$ cat config.mk
export PLATFORM = sky130hd
export DESIGN_NAME = pipe_stage_reg
export DESIGN_NICKNAME = d
export VERILOG_FILES = /design/src/rtl/pipe_stage_reg.sv
export SDC_FILE = /design/constraint.sdc
export NUM_CORES = 1
export LEC_CHECK = 0
export BUFFER_PORTS_ARGS = -buffer_cell sky130_fd_sc_hd__buf_4
export CAP_MARGIN = 20
export CORE_AREA = 4 4 152 154
export DETAILED_ROUTE_END_ITERATION = 8
export DIE_AREA = 0 0 156 158
export GPL_ROUTABILITY_DRIVEN = 0
export HOLD_SLACK_MARGIN = 0.06
export PLACE_DENSITY = 0.68
export SETUP_SLACK_MARGIN = 0.05
export SYNTH_ARGS = -nofsm -noshare
export SYNTH_HDL_FRONTEND = slang
export SYNTH_SLANG_ARGS = --single-unit
$ cat constraint.sdc
create_clock -name clk -period 2.3 [get_ports clk]
set_input_delay 0.46 -clock clk [delete_from_list [all_inputs] [get_ports clk]]
set_output_delay 0.46 -clock clk [all_outputs]
set_load 0.005 [all_outputs]
$ cat src/rtl/pipe_stage_reg.sv
// Pipeline boundary register with stall/flush control, a carry-state channel
// for multi-cycle ops, and saturating bubble/hold counters.
module pipe_stage_reg #(
  parameter int DATA_W  = 108,
  parameter int STATE_W = 66,
  parameter int STALL_W = 6,
  parameter int UP_IDX  = 3,
  parameter int DN_IDX  = 4,
  parameter int CNT_W   = 16
) (
  input  logic               clk,
  input  logic               rst,
  input  logic [STALL_W-1:0] stall,
  input  logic               flush,
  input  logic               in_valid,
  input  logic [DATA_W-1:0]  in_data,
  input  logic [STATE_W-1:0] state_i,
  input  logic               cnt_clr,
  output logic               out_valid,
  output logic [DATA_W-1:0]  out_data,
  output logic [STATE_W-1:0] state_o,
  output logic [CNT_W-1:0]   bubble_cnt,
  output logic [CNT_W-1:0]   hold_cnt
);

  if ((DN_IDX != UP_IDX + 1) || (UP_IDX >= STALL_W) || (DN_IDX >= STALL_W)) begin : g_bad_idx
    $error("pipe_stage_reg: DN_IDX must equal UP_IDX+1 and both must be below STALL_W");
  end

  typedef enum logic [1:0] {
    CYC_ADVANCE,
    CYC_BUBBLE,
    CYC_HOLD,
    CYC_FLUSH
  } cyc_e;

  function automatic logic [CNT_W-1:0] sat_inc(input logic [CNT_W-1:0] v);
    return (&v) ? v : v + 1'b1;
  endfunction

  logic               up;
  logic               dn;
  logic               stall_unused;
  cyc_e               cyc;

  logic               out_valid_d, out_valid_q;
  logic [DATA_W-1:0]  out_data_d,  out_data_q;
  logic [STATE_W-1:0] state_d,     state_q;
  logic [CNT_W-1:0]   bubble_d,    bubble_q;
  logic [CNT_W-1:0]   hold_d,      hold_q;

  assign up           = stall[UP_IDX];
  assign dn           = stall[DN_IDX];
  assign stall_unused = ^stall;

  // Cycle classification: flush beats every stall pattern; up=0 always advances.
  always_comb begin
    cyc = CYC_ADVANCE;
    if (flush) begin
      cyc = CYC_FLUSH;
    end else if (up && !dn) begin
      cyc = CYC_BUBBLE;
    end else if (up) begin
      cyc = CYC_HOLD;
    end
  end

  always_comb begin
    out_valid_d = out_valid_q;
    out_data_d  = out_data_q;
    state_d     = state_q;
    bubble_d    = bubble_q;
    hold_d      = hold_q;
    unique case (cyc)
      CYC_FLUSH: begin
        out_valid_d = 1'b0;
        out_data_d  = '0;
        state_d     = '0;
        hold_d      = '0;
      end
      CYC_BUBBLE: begin
        out_valid_d = 1'b0;
        out_data_d  = '0;
        state_d     = state_i;
        bubble_d    = sat_inc(bubble_q);
        hold_d      = '0;
      end
      CYC_HOLD: begin
        state_d = state_i;
        hold_d  = sat_inc(hold_q);
      end
      default: begin
        out_valid_d = in_valid;
        out_data_d  = in_data;
        state_d     = '0;
        hold_d      = '0;
      end
    endcase
    if (cnt_clr) begin
      bubble_d = '0;
      hold_d   = '0;
    end
  end

  // Boundary register: everything, carry-state included, clears on reset.
  always_ff @(posedge clk) begin
    if (!rst) begin
      out_valid_q <= 1'b0;
      out_data_q  <= '0;
      state_q     <= '0;
      bubble_q    <= '0;
      hold_q      <= '0;
    end else begin
      out_valid_q <= out_valid_d;
      out_data_q  <= out_data_d;
      state_q     <= state_d;
      bubble_q    <= bubble_d;
      hold_q      <= hold_d;
    end
  end

  assign out_valid  = out_valid_q;
  assign out_data   = out_data_q;
  assign state_o    = state_q;
  assign bubble_cnt = bubble_q;
  assign hold_cnt   = hold_q;

endmodule

==> results.md <==
- M1 WL: 9781 um
- Syn Area/Cell: 9.516 um^2
- P_leak: 4.976 nW
- Crit path from: hold_cnt[0]$_SDFFE_PP0N_
- DR WL met3: 2193 um
- #FFs+latches synth: 207
- Clock Sinks: 207
- Die area: 24650 um^2
- Final nets: 1380
- Initial core utilization: 36.07%
- Worst EP required: 2.69 ns
- Critical Path Source Type: flop
- Crit path max-delay family: simple AND/OR/NAND/NOR gates
- Crit Path Max Fanout: 13
- CTS tree: yes
- Routed wire length: 24680 um
- Setup TNS: 0 ns
- Peak supply drop: 575.9 uV
- Initial antenna violation count: 0
- Cell with the most instances after synthesis: dfxtp_1
- HPWL Detailed: 17780 um
- Root buffer cell: clkbuf_16
- Endpoints failing hold: 0
- RSZ-0062 raised after global routing: false
- Initial drt markers: 340
- Status: completed
- Boundary Pins: 392
- Crit path cell chain: ha_1 > nand3_1 > nor4_2 > buf_4 > mux2i_1 > nor2_1
- Synth top area share: 52.98%
- Skew-Pair Late Insertion Delay: 0.50 ns
- P per Cell Area: 712.8 nW/um^2
- Largest net degree at the start of global routing: 110
- Crit path DAT: 2.32 ns
- Share of cells above drive strength 1: 37.20%
- CTS Hold Bufs: 0
- EDFF count, synth: 0
- DRC Markers: 0
- Vias after detailed routing: 7107
- Post-Syn Area: 7823 um^2
- Wire per inst: 16.60 um
- DR pass1 iterations: 4
- Max Used Layer: met4
- Cts repair resizes: 0
- Main flop type after synthesis: dfxtp_1
- Vias in the first global route: 6849
- Core Area: 21690 um^2
- Die height: 158 um
- Die Width: 156 um
- Period minus WS final: 1.929 ns
- Setup violators final: 0
- Post-synthesis async set-or-reset flop share: 0%
- Area Growth Syn to Fin: 51.14%
- Sequential area share after synthesis: 52.98%
- Crit-path slowest cell: nor4_2
- Commonest cells post-synth: dfxtp_1, nand2_1, a21boi_0, nand3b_1, and2_1
- CP Capture Type: flop
- Max Fclk: 518.5 MHz
- Hold Crit Start: state_i[24]
- CP max stage delay: 0.44 ns
- Maxcap violations: 0
- Met2 WL: 12140 um
- Post-synth cell types: 42
- N_diodes: 0
- Post-layout power: 8.427 mW
- Bufs and invs on worst path: 1
- Max clock buf depth: 3
- Synth Warn #: 0
- Area leader, netlist: dfxtp_1
- Total Routing Usage GR: 18.51%
- Crit share post-route: 83.86%
- Clock-pin slew on the worst setup and hold paths: 0.06 ns
- Port bufs: 387
- Post-CTS Repair Setup Buffers: 0
- Clock skew: 0.007407 ns
- Remaining max-slew budget at the tightest pin: 36.25%
- H-tree depth: 1
- Filler cells: 2000
- Cell count after synthesis: 822
- HP Class: primary input to flop
- Mapped Nets: 1011
- Top cells by area, synth: dfxtp_1, a21boi_0, nand3b_1
- Placement Rows: 54
- Vias per cell: 4.779
- Max-slew violation count: 0
- First-pass GRT wire length: 37140 um
- Critical path type: flop to flop
- Least-Margin Pin Slew: 0.9563 ns
- Antenna-violating nets left: 0
- Total gr overflow: 0
- Worst R2R Start: hold_cnt[0]$_SDFFE_PP0N_
- CTS Buf Count: 24
path summary, 6_finish.rpt:
| check | to | slack (ns) | depth (start not counted) |
|---|---|---|---|
| max | hold_cnt[1]$_SDFFE_PP0N_ | 0.37 | 6 |
| max reg2reg | hold_cnt[1]$_SDFFE_PP0N_ | 0.37 | 6 |
| min reg2reg | out_data[72]$_SDFFE_PN0P_ | 0.47 | 2 |
| min | state_o[24]$_SDFF_PN0_ | 0.15 | 2 |
sequential cells by signal, summed over array words and instances, names as in the netlist:
register and flops:
out_data 108, out_valid 1, state_o 66, hold_cnt 16
bubble_cnt 16
per-layer routing:
metal / global-route usage, % / up-vias
met3: 6.452 / 42
met4: 5.169 / 0
met1: 22.41 / 3272
met2: 31.31 / 234
li1: - / 3559
met5: 0 / -
where the power goes:
part | internal (mW) | switching, mW
registers | 3.74 | 0.0622
logic | 0.545 | 0.362
clock network | 2.27 | 1.45
total | 6.55 | 1.88
placed cells by master, fill, tap and decap left out, drive strengths merged, types with 11 or more instances in the layout:
| cell | instances |
|---|---|
| buf | 402 |
| a21oi | 20 |
| nand3b | 109 |
| nand4 | 11 |
| nand3 | 14 |
| nand2 | 122 |
| clkbuf | 35 |
| and2 | 68 |
| o21ai | 14 |
| or3 | 12 |
| nor2 | 11 |
| a21boi | 109 |
| dfxtp | 207 |
logic make-up after synthesis:
family | count (synthesis) | synth area share (%)
muxes | 2 | 0.2559
buffers and inverters | 66 | 3.215
and+or+nand+nor | 379 | 28.13
xor gates and xnor gates | 4 | 0.4479
AOI/OAI and AO/OA | 160 | 14.33
DFF | 207 | 52.97
adders and majority gates | 4 | 0.6398
layout make-up:
type / instances / area [um^2] / share of cell area (%)
clock buffers: 35 / 683.2 / 5.778
clock inverters: 7 / 85.08 / 0.7197
inverters: 7 / 26.28 / 0.2222
multi-input cells: 549 / 3453 / 29.21
flip-flops and latches: 207 / 4144 / 35.05
well taps: 280 / 350.3 / 2.963
repair buffers: 402 / 3080 / 26.06
metrics by stage:
stage | setup WS [ns] | hold WS, ns | area [um^2] | cells | utilization [%]
floorplan | 0.06508 | 0.4575 | 7823 | 822 | -
CTS | 0.3733 | 0.1281 | 11820 | 1487 | 54.51
global route | 0.1849 | 0.1334 | 11820 | 1487 | 54.51
global placement | 0.09135 | 0.4539 | 11050 | 1445 | 50.97
detailed placement | 0.08234 | 0.4615 | 11050 | 1445 | 50.97
finish | 0.3712 | 0.1508 | 11820 | 1487 | 54.51
(Power assumes the default switching activity.)
